<file path="config.mk">
export PLATFORM = sky130hd
export DESIGN_NAME = wb_core_bridge_flat
export DESIGN_NICKNAME = d
export VERILOG_FILES = /design/src/rtl/wb_core_bridge_if.sv /design/src/rtl/wb_core_bridge.sv /design/src/flat_wrapper.sv
export SDC_FILE = /design/constraint.sdc
export NUM_CORES = 1
export LEC_CHECK = 0
export ABC_AREA = 1
export CORE_MARGIN = 1
export CORE_UTILIZATION = 40
export CTS_CLUSTER_SIZE = 16
export DETAILED_ROUTE_END_ITERATION = 10
export HOLD_SLACK_MARGIN = 0.15
export PLACE_DENSITY_LB_ADDON = 0.05
export SYNTH_ARGS = -nofsm -noshare
export SYNTH_HDL_FRONTEND = slang
export SYNTH_SLANG_ARGS = --single-unit
</file>
<file path="constraint.sdc">
create_clock -name clk_i -period 5.85 [get_ports clk_i]
set_input_delay 1.17 -clock clk_i [delete_from_list [all_inputs] [get_ports clk_i]]
set_output_delay 1.17 -clock clk_i [all_outputs]
set_load 0.05 [all_outputs]
</file>
<file path="src/rtl/wb_core_bridge_if.sv">
// rtl/wb_core_bridge_if.sv - core load/store request port and Wishbone master signal bundle
interface wb_core_bridge_if #(
   parameter int AW = 32,
   parameter int DW = 32
);
   localparam int SW = DW / 8;

   logic          core_req_i;
   logic          core_we_i;
   logic [AW-1:0] core_addr_i;
   logic [DW-1:0] core_wdata_i;
   logic [SW-1:0] core_be_i;
   logic          core_gnt_o;
   logic          core_rvalid_o;
   logic [DW-1:0] core_rdata_o;
   logic          core_err_o;
   logic          core_busy_o;

   logic [AW-1:0] wb_addr_o;
   logic [DW-1:0] wb_data_o;
   logic [SW-1:0] wb_sel_o;
   logic          wb_we_o;
   logic          wb_stb_o;
   logic          wb_cyc_o;
   logic [DW-1:0] wb_data_i;
   logic          wb_ack_i;
   logic          wb_err_i;

   // Bridge view
   modport master (
      input  core_req_i, core_we_i, core_addr_i, core_wdata_i, core_be_i,
      output core_gnt_o, core_rvalid_o, core_rdata_o, core_err_o, core_busy_o,
      output wb_addr_o, wb_data_o, wb_sel_o, wb_we_o, wb_stb_o, wb_cyc_o,
      input  wb_data_i, wb_ack_i, wb_err_i
   );

   // Environment view (core plus Wishbone slave)
   modport slave (
      output core_req_i, core_we_i, core_addr_i, core_wdata_i, core_be_i,
      input  core_gnt_o, core_rvalid_o, core_rdata_o, core_err_o, core_busy_o,
      input  wb_addr_o, wb_data_o, wb_sel_o, wb_we_o, wb_stb_o, wb_cyc_o,
      output wb_data_i, wb_ack_i, wb_err_i
   );
endinterface

</file>
<file path="src/rtl/wb_core_bridge.sv">
// rtl/wb_core_bridge.sv - buffered RV32I load/store to Wishbone classic bridge
module wb_core_bridge #(
   parameter int AW        = 32,
   parameter int DW        = 32,
   parameter int REQ_DEPTH = 4,
   parameter int TIMEOUT   = 255
) (
   input  logic              clk_i,
   input  logic              rst,
   wb_core_bridge_if.master  bus
);
   localparam int SW    = DW / 8;
   localparam int PW    = $clog2(REQ_DEPTH);
   localparam int CW    = (TIMEOUT > 0) ? $clog2(TIMEOUT + 1) : 1;
   localparam int EW    = 1 + AW + DW + SW;
   localparam int TLAST = (TIMEOUT > 0) ? TIMEOUT - 1 : 0;

   typedef enum logic [1:0] {S_IDLE, S_BUS, S_RELEASE} state_t;

   logic [EW-1:0] r_mem [REQ_DEPTH];
   logic [PW-1:0] r_wr_ptr, r_rd_ptr;
   logic [PW:0]   r_count;
   logic          w_full, w_empty, w_push, w_pop;
   logic [EW-1:0] w_head;

   state_t        r_state, w_state_nxt;
   logic [AW-1:0] r_addr, w_addr_nxt;
   logic [DW-1:0] r_data, w_data_nxt;
   logic [SW-1:0] r_sel, w_sel_nxt;
   logic          r_we, w_we_nxt;
   logic          r_stb, w_stb_nxt;
   logic [CW-1:0] r_cnt, w_cnt_nxt;
   logic          r_rvalid, w_rvalid_nxt;
   logic [DW-1:0] r_rdata, w_rdata_nxt;
   logic          r_err, w_err_nxt;
   logic          w_respond;

   // Grant depends on occupancy only, so a pop never frees a slot in the same cycle
   assign w_full  = (r_count == (PW+1)'(REQ_DEPTH));
   assign w_empty = (r_count == '0);
   assign w_push  = bus.core_req_i && !w_full;
   assign w_head  = r_mem[r_rd_ptr];

   always_ff @(posedge clk_i) begin
      if (w_push) begin
         r_mem[r_wr_ptr] <= {bus.core_we_i, bus.core_addr_i, bus.core_wdata_i, bus.core_be_i};
      end
   end

   always_ff @(posedge clk_i) begin
      if (rst) begin
         r_wr_ptr <= '0;
         r_rd_ptr <= '0;
         r_count  <= '0;
      end else begin
         if (w_push) r_wr_ptr <= r_wr_ptr + PW'(1);
         if (w_pop)  r_rd_ptr <= r_rd_ptr + PW'(1);
         r_count <= r_count + (PW+1)'(w_push) - (PW+1)'(w_pop);
      end
   end

   always_ff @(posedge clk_i) begin
      if (rst) begin
         r_state  <= S_IDLE;
         r_addr   <= '0;
         r_data   <= '0;
         r_sel    <= '0;
         r_we     <= 1'b0;
         r_stb    <= 1'b0;
         r_cnt    <= '0;
         r_rvalid <= 1'b0;
         r_rdata  <= '0;
         r_err    <= 1'b0;
      end else begin
         r_state  <= w_state_nxt;
         r_addr   <= w_addr_nxt;
         r_data   <= w_data_nxt;
         r_sel    <= w_sel_nxt;
         r_we     <= w_we_nxt;
         r_stb    <= w_stb_nxt;
         r_cnt    <= w_cnt_nxt;
         r_rvalid <= w_rvalid_nxt;
         r_rdata  <= w_rdata_nxt;
         r_err    <= w_err_nxt;
      end
   end

   always_comb begin
      w_state_nxt  = r_state;
      w_addr_nxt   = r_addr;
      w_data_nxt   = r_data;
      w_sel_nxt    = r_sel;
      w_we_nxt     = r_we;
      w_stb_nxt    = r_stb;
      w_cnt_nxt    = r_cnt;
      w_rvalid_nxt = 1'b0;
      w_rdata_nxt  = r_rdata;
      w_err_nxt    = r_err;
      w_pop        = 1'b0;
      w_respond    = 1'b0;
      case (r_state)
         S_IDLE: begin
            if (!w_empty) begin
               w_pop       = 1'b1;
               w_we_nxt    = w_head[EW-1];
               w_addr_nxt  = w_head[EW-2 -: AW];
               w_data_nxt  = w_head[DW+SW-1 -: DW];
               w_sel_nxt   = w_head[SW-1:0];
               w_cnt_nxt   = '0;
               w_stb_nxt   = 1'b1;
               w_state_nxt = S_BUS;
            end
         end
         S_BUS: begin
            if (bus.wb_err_i) begin
               w_respond   = 1'b1;
               w_err_nxt   = 1'b1;
               w_rdata_nxt = '0;
            end else if (bus.wb_ack_i) begin
               w_respond   = 1'b1;
               w_err_nxt   = 1'b0;
               w_rdata_nxt = r_we ? '0 : bus.wb_data_i;
            end else if ((TIMEOUT != 0) && (r_cnt == CW'(TLAST))) begin
               w_respond   = 1'b1;
               w_err_nxt   = 1'b1;
               w_rdata_nxt = '0;
            end else if (r_cnt != '1) begin
               w_cnt_nxt = r_cnt + CW'(1);
            end
            if (w_respond) begin
               w_rvalid_nxt = 1'b1;
               w_stb_nxt    = 1'b0;
               w_we_nxt     = 1'b0;
               w_state_nxt  = S_RELEASE;
            end
         end
         S_RELEASE: begin
            // A stretched or late ack/err is swallowed here rather than credited onward
            if (!bus.wb_ack_i && !bus.wb_err_i) w_state_nxt = S_IDLE;
         end
         default: w_state_nxt = S_IDLE;
      endcase
   end

   assign bus.core_gnt_o    = !w_full;
   assign bus.core_rvalid_o = r_rvalid;
   assign bus.core_rdata_o  = r_rdata;
   assign bus.core_err_o    = r_err;
   assign bus.core_busy_o   = !w_empty || (r_state != S_IDLE);
   assign bus.wb_addr_o     = r_addr;
   assign bus.wb_data_o     = r_data;
   assign bus.wb_sel_o      = r_sel;
   assign bus.wb_we_o       = r_we;
   assign bus.wb_stb_o      = r_stb;
   assign bus.wb_cyc_o      = r_stb;
endmodule

</file>
<file path="src/flat_wrapper.sv">
// flat-port wrapper written by rule: the top's interface ports become plain ports
module wb_core_bridge_flat 
#(
   parameter int AW        = 32,
   parameter int DW        = 32,
   parameter int REQ_DEPTH = 4,
   parameter int TIMEOUT   = 255
)
  (clk_i, rst, bus_core_req_i, bus_core_we_i, bus_core_addr_i, bus_core_wdata_i, bus_core_be_i, bus_core_gnt_o, bus_core_rvalid_o, bus_core_rdata_o, bus_core_err_o, bus_core_busy_o, bus_wb_addr_o, bus_wb_data_o, bus_wb_sel_o, bus_wb_we_o, bus_wb_stb_o, bus_wb_cyc_o, bus_wb_data_i, bus_wb_ack_i, bus_wb_err_i);
  wb_core_bridge_if #(.AW(AW), .DW(DW)) bus_i ();
  input  logic clk_i;
  input  logic rst;
  input wire logic [$bits(bus_i.core_req_i)-1:0] bus_core_req_i;
  input wire logic [$bits(bus_i.core_we_i)-1:0] bus_core_we_i;
  input wire logic [$bits(bus_i.core_addr_i)-1:0] bus_core_addr_i;
  input wire logic [$bits(bus_i.core_wdata_i)-1:0] bus_core_wdata_i;
  input wire logic [$bits(bus_i.core_be_i)-1:0] bus_core_be_i;
  output wire logic [$bits(bus_i.core_gnt_o)-1:0] bus_core_gnt_o;
  output wire logic [$bits(bus_i.core_rvalid_o)-1:0] bus_core_rvalid_o;
  output wire logic [$bits(bus_i.core_rdata_o)-1:0] bus_core_rdata_o;
  output wire logic [$bits(bus_i.core_err_o)-1:0] bus_core_err_o;
  output wire logic [$bits(bus_i.core_busy_o)-1:0] bus_core_busy_o;
  output wire logic [$bits(bus_i.wb_addr_o)-1:0] bus_wb_addr_o;
  output wire logic [$bits(bus_i.wb_data_o)-1:0] bus_wb_data_o;
  output wire logic [$bits(bus_i.wb_sel_o)-1:0] bus_wb_sel_o;
  output wire logic [$bits(bus_i.wb_we_o)-1:0] bus_wb_we_o;
  output wire logic [$bits(bus_i.wb_stb_o)-1:0] bus_wb_stb_o;
  output wire logic [$bits(bus_i.wb_cyc_o)-1:0] bus_wb_cyc_o;
  input wire logic [$bits(bus_i.wb_data_i)-1:0] bus_wb_data_i;
  input wire logic [$bits(bus_i.wb_ack_i)-1:0] bus_wb_ack_i;
  input wire logic [$bits(bus_i.wb_err_i)-1:0] bus_wb_err_i;
  assign bus_i.core_req_i = bus_core_req_i;
  assign bus_i.core_we_i = bus_core_we_i;
  assign bus_i.core_addr_i = bus_core_addr_i;
  assign bus_i.core_wdata_i = bus_core_wdata_i;
  assign bus_i.core_be_i = bus_core_be_i;
  assign bus_core_gnt_o = bus_i.core_gnt_o;
  assign bus_core_rvalid_o = bus_i.core_rvalid_o;
  assign bus_core_rdata_o = bus_i.core_rdata_o;
  assign bus_core_err_o = bus_i.core_err_o;
  assign bus_core_busy_o = bus_i.core_busy_o;
  assign bus_wb_addr_o = bus_i.wb_addr_o;
  assign bus_wb_data_o = bus_i.wb_data_o;
  assign bus_wb_sel_o = bus_i.wb_sel_o;
  assign bus_wb_we_o = bus_i.wb_we_o;
  assign bus_wb_stb_o = bus_i.wb_stb_o;
  assign bus_wb_cyc_o = bus_i.wb_cyc_o;
  assign bus_i.wb_data_i = bus_wb_data_i;
  assign bus_i.wb_ack_i = bus_wb_ack_i;
  assign bus_i.wb_err_i = bus_wb_err_i;
  wb_core_bridge #(.AW(AW), .DW(DW), .REQ_DEPTH(REQ_DEPTH), .TIMEOUT(TIMEOUT)) u_core (.clk_i(clk_i), .rst(rst), .bus(bus_i));
endmodule
</file>
==> metrics, run 1 <==
H-tree Lvls=2; hold bufs inserted after CTS=0; Cells after Synth=1284; CTS-repair resized insts=0; Tmin final=3350 ps; syn_nets=1399; Worst Path Buf+Inv=3; status=complete, no violations; most common cell in the netlist=nor2_1; Crit Path Max Fanout=52; Worst R2R Path Depth=9; pin count of the biggest net entering global routing=114; Slowest-stage cell, CP=clkdlybuf4s50_1; Pleak=6.55 nW; fillers=3293; Max Cap Viol=0; Synth Area in Adders=0.00808; first-pass detailed-route iteration total=4; CP required=6230 ps; Peak Freq=299 MHz; post-synthesis compound-gate area fraction=0.107; critical path's largest stage delay=910 ps; crit-path cells=clkdlybuf4s50_1, clkinv_2, buf_4, o21ai_0, a31oi_1; final hold vios=0; crit share post-route=0.572; via/cell ratio=5.04; DRT iter0 DRCs=555; most area-hungry cell type in the Yosys netlist=edfxtp_1; io pins=213; RePlAce Congestion=0.760; mean area per synthesized cell=11.6 sq um; top cells by count, synth=nor2_1 (299), edfxtp_1 (276), o21ai_0 (202); Setup crit start kind=primary input; I/O Buffers=212; final net count=1584; initial antenna violation count=3; CTS clk-pin slew, worst paths=60 ps; # setup viols final=0; row count=70; post-synth top area share=0.557; Root Buffer=clkbuf_16; asr flop ratio synth=0; VDD IR-drop max=0.284 mV; main combinational cell family by area after synthesis=simple AND/OR/NAND/NOR gates; Tightest Pin Transition=1140 ps; gr usage total=0.188; family with the most delay on the worst path=buffers and inverters; WP data arrival=3730 ps; Netlist cell types=29; synthesized-area fraction occupied by and/or/nand/nor cells=0.124; synthesized area=14900 sq um; Place WS=1870 ps; Worst Path Class, Setup=in -> reg; wire per inst=18.0 um; setup ws final=2500 ps; EDFF count, synth=276; RSZ-0062 raised after global routing=no; Min-Delay Path Class=reg -> reg; max-slew violations=0; instance count on the critical path=5; antenna viol nets, final=0; CTS buffer count=44; register bit total from synthesis=399; Area growth, synth to finish=25.6%; first-pass GRT wire length=55300 um; R2R Path End=u_core.bus.wb_we_o; DRT Wirelength=35600 um; post-synthesis sequential area ratio=0.723; Worst Skew=11.8 ps; mux cell area share after synthesis=0; Critical Path Sink Type=flip-flop; drt drc=0; hpwl dp=19300 um; total global routing overflow=0; Max Buffers Root-to-Sink=3; post-synthesis xor/xnor area fraction=0.00118; Die ar.=38000 sq um; reg2reg setup slack=3250 ps; CTS tree=built; worst setup path endpoint=u_core.bus.wb_addr_o[12]; # Post-CTS Setup Buffers=0; Area contributors post-synth=edfxtp_1 (56%), dfxtp_1 (17%), nor2_1 (7.5%); Post-synth top flop=edfxtp_1; clk_lat worst skew=550 ps; Clock Sinks=399; setup TNS=0 ps; initial core utilization=0.406; DIE WIDTH=195 um; Rel. slew slack=0.241; Die Y=195 um; fraction of layout cells with a size suffix above 1=0.0605; Inserted Diodes=0; core region area=36600 sq um; synth warn=0; vias in the first global route=9492; Vias=9927; worst setup path startpoint=rst; Power per Cell Area=496 nW/um^2
## logic make-up after synthesis
| logic type | after synthesis |
|---|---|
| adder cells (fa/ha/maj) | 9 |
| AND/OR/NAND/NOR | 455 |
| flip-flops | 399 |
| buffers and inverters | 120 |
| AO/OA/AOI/OAI | 299 |
| XOR/XNOR | 2 |
## state kept, by name (all words and copies together), names as in the netlist, 2 cells and up, named ones only
register and cells:
u_core.r_wr_ptr 2, u_core.r_state 2, u_core.r_mem 276, u_core.bus.wb_addr_o 32
u_core.r_count 3, u_core.r_cnt 8, u_core.bus.wb_sel_o 4, u_core.bus.wb_data_o 32
u_core.bus.core_rdata_o 32, u_core.r_rd_ptr 2
## cell usage in the layout (no fill, tap or decap), drive strengths merged, types with 3 or more instances in the layout
master | Yosys | routed
nor2 | 303 | 303
edfxtp | 276 | 276
o21ai | 213 | 213
clkdlybuf4s50 | 0 | 212
dfxtp | 123 | 123
nand3 | 77 | 77
nand2 | 72 | 72
a31oi | 68 | 68
clkbuf | 32 | 59
inv | 36 | 35
clkinv | 0 | 17
a21oi | 15 | 15
buf | 52 | 11
ha | 8 | 8
clkinvlp | 0 | 3
## cell type report
type,count,area [sq um],area share
clock buffers,59,1200,0.0642
clock inverters,21,155,0.00831
inverters,36,141,0.00757
multi-input cells,765,3610,0.193
flip-flops and latches,399,10800,0.576
well taps,468,586,0.0314
repair buffers,223,2230,0.119
## worst register-to-register path, cell delays in order, from the launching register on
cell and delay (ps):
dfxtp_4 1010, inv_2 360, buf_4 490, nor2_1 190
o21ai_0 100, nand2_1 120, nand2_1 50, nand3_1 60
nand2_1 50, nor2_1 100
## power breakdown
part / total [mW] / internal (mW) / switching [mW] / leakage, nW
Combinational: 2.89 / 0.859 / 2.03 / 2.35
Sequential: 3.76 / 3.47 / 0.289 / 3.54
Clock: 2.61 / 1.52 / 1.08 / 0.660
## per-layer routing
metal / share of wire / GRT usage / vias up / routed length (um)
met5: 0.0012 / 0 / - / 42
met2: 0.46 / 0.299 / 226 / 16400
met4: 0.022 / 0.0639 / 6 / 766
met1: 0.47 / 0.257 / 4748 / 16700
met3: 0.047 / 0.0364 / 51 / 1680
li1: - / - / 4896 / -
## per-stage QoR
stage,hold WS [ps],power [mW],util,area [sq um],cells
final,466,9.26,0.510,18700,1971
after global routing,495,9.79,0.510,18700,1971
after CTS,470,9.39,0.510,18700,1971
after detailed placement,461,6.76,0.473,17300,1891
after global placement,460,6.74,0.473,17300,1891
after floorplan,454,5.82,-,14900,1284
## how the worst min path moves through the flow
stage,startpoint,end,slack (ps),cells after the start
after floorplan,u_core.r_cnt[7],u_core.r_cnt[7],450,2
after global placement,u_core.bus.core_rdata_o[8],u_core.bus.core_rdata_o[8],460,2
after detailed placement,u_core.bus.core_rdata_o[12],u_core.bus.core_rdata_o[12],460,2
after CTS,u_core.bus.core_rdata_o[12],u_core.bus.core_rdata_o[12],470,2
after global routing,u_core.bus.core_rdata_o[23],u_core.bus.core_rdata_o[23],490,2
final,u_core.bus.core_rdata_o[12],u_core.bus.core_rdata_o[12],470,2
No activity file was read; power rests on OpenSTA's default activity.
==> run 2, diff against run 1 <==
==> constraint.sdc (replaced) <==
create_clock -name clk_i -period 3 [get_ports clk_i]
set_input_delay 0.6 -clock clk_i [delete_from_list [all_inputs] [get_ports clk_i]]
set_output_delay 0.6 -clock clk_i [all_outputs]
set_load 0.05 [all_outputs]
==> metrics, run 2 (synthesis gave the netlist of run 1 again) <==
status=complete, no violations; Power per Cell Area=959 nW/um^2 (+93%); WP data arrival=2000 ps (-1730 ps); hold bufs inserted after CTS=0 (unchanged); VDD IR-drop max=0.693 mV (+140%); I/O Buffers=212 (unchanged); fraction of layout cells with a size suffix above 1=0.0686 (+0.00810); CTS buffer count=43 (-2.3%); # setup viols final=0 (unchanged); first-pass GRT wire length=55700 um (+0.80%); Crit Path Max Fanout=3 (-94%); Worst Path Class, Setup=reg -> out; placed cells=1907 (+0.85%); Clock Sinks=399 (unchanged); CP required=2400 ps (-3830 ps); Tightest Pin Transition=694 ps (-445 ps); Setup crit start kind=flip-flop; via/cell ratio=5.01 (-0.54%); final net count=1599 (+0.95%); final hold vios=0 (unchanged); hpwl dp=20300 um (+5.0%); total global routing overflow=0 (unchanged); Worst Hold Endpoint=u_core.bus.core_err_o; Area growth, synth to finish=27.4%; reg2reg start=u_core.r_count[1]; crit share post-route=0.868; Max Cap Viol=0 (unchanged); H-tree Lvls=2 (unchanged); Root Buffer=clkbuf_16; clk_lat worst skew=520 ps (-30 ps); hold path cells=2 (unchanged); CTS-repair resized insts=0 (unchanged); row count=70 (unchanged); vias in the first global route=9695 (+2.1%); drt drc=0 (unchanged); Max Buffers Root-to-Sink=3 (unchanged); Rel. slew slack=0.537 (+0.297); Min-Delay Path Class=reg -> reg; gr usage total=0.187 (-0.00107); io pins=213 (unchanged); initial antenna violation count=1 (-2); DRT iter0 DRCs=513 (-7.6%); Tmin final=2600 ps; R2R Path End=u_core.r_count[2]; wire per inst=17.9 um (-0.79%); Die Y=195 um (unchanged); first-pass detailed-route iteration total=5 (+1); pin count of the biggest net entering global routing=139 (+22%); Critical Path Sink Type=primary output; commonest non-fill, non-tap cells in the layout=nor2_1 (294), edfxtp_1 (276), clkdlybuf4s50_1 (212), o21ai_0 (202), dfxtp_1 (121); Vias=9939 (+0.12%); Pleak=6.68 nW (+2.0%); Worst R2R Path Depth=12 (+3); Largest register FFs=276 (unchanged); # Post-CTS Setup Buffers=0 (unchanged); core region area=36600 sq um (unchanged); CTS clk-pin slew, worst paths=60 ps (about the same); DIE WIDTH=195 um (unchanged); RePlAce Congestion=0.756 (-0.60%); Top reg by flops=u_core.r_mem; antenna viol nets, final=0 (unchanged); Peak Freq=384 MHz; Worst Skew=4.90 ps (-6.87 ps); initial core utilization=0.406 (unchanged); Die ar.=38000 sq um (unchanged); DRT Wirelength=35500 um (-0.14%); most common cell after layout, fill and taps aside=nor2_1; post-layout util=0.518 (+0.00748); max-slew violations=0 (unchanged); Design Power=18.2 mW (+96%); Final Instance Count excl. Fillers=1984 (+0.66%); RSZ-0062 raised after global routing=no; reg2reg setup slack=910 ps (-2340 ps); CTS tree=built; worst min-delay path startpoint=u_core.bus.core_err_o
[run 2: power by group]
part	switching, mW	internal [mW]
Clock	2.06	2.91
Combinational	4.19	1.86
Sequential	0.381	6.77
Total	6.63	11.5
[run 2: worst max path at each step]
stage | startpoint | to | slack (ps) | cells after the start
6_report | u_core.r_count[1] | bus_core_busy_o | 400 | 3
4_1_cts | u_core.r_count[1] | bus_core_busy_o | 370 | 3
3_3_place_gp | bus_core_req_i | u_core.r_mem[0][11] | 470 | 4
5_1_grt | u_core.r_count[1] | bus_core_busy_o | 280 | 3
2_1_floorplan | u_core.r_count[1] | u_core.r_mem[0][0] | -410 | 4
3_5_place_dp | bus_core_req_i | u_core.r_mem[0][8] | 470 | 4
[run 2: per-stage QoR]
step / TNS, ps / worst slack [ps] / instance area [sq um] / hold slack [ps]
after floorplan: -112860 / -409 / 14900 / 454
after CTS: 0 / 366 / 18900 / 455
after global routing: 0 / 282 / 18900 / 482
after detailed placement: 0 / 473 / 17600 / 445
after global placement: 0 / 472 / 17600 / 443
final: 0 / 397 / 18900 / 450
[run 2: layout make-up]
| cell class | count | area [sq um] |
|---|---|---|
| antenna | 1 | 2.50 |
| clock buffer | 56 | 1170 |
| clock inverter | 20 | 143 |
| fill | 3241 | 17700 |
| inverter | 36 | 141 |
| multi-input combinational | 765 | 3610 |
| sequential | 399 | 10800 |
| tap | 468 | 586 |
| timing repair buffer | 239 | 2540 |
[run 2: worst max-delay path, cell delays in order (launching register included)]
cell,delay (ps)
dfxtp_1,400
nor2_1,100
nand3_1,150
clkdlybuf4s50_1,830
[run 2: routing by layer]
| layer | vias to the layer above | share of wire | track usage |
|---|---|---|---|
| met4 | 0 | 0.017 | 0.0478 |
| met3 | 41 | 0.048 | 0.0316 |
| met2 | 235 | 0.47 | 0.306 |
| met1 | 4726 | 0.47 | 0.258 |
| met5 | - | 0 | 0 |
| li1 | 4937 | - | - |
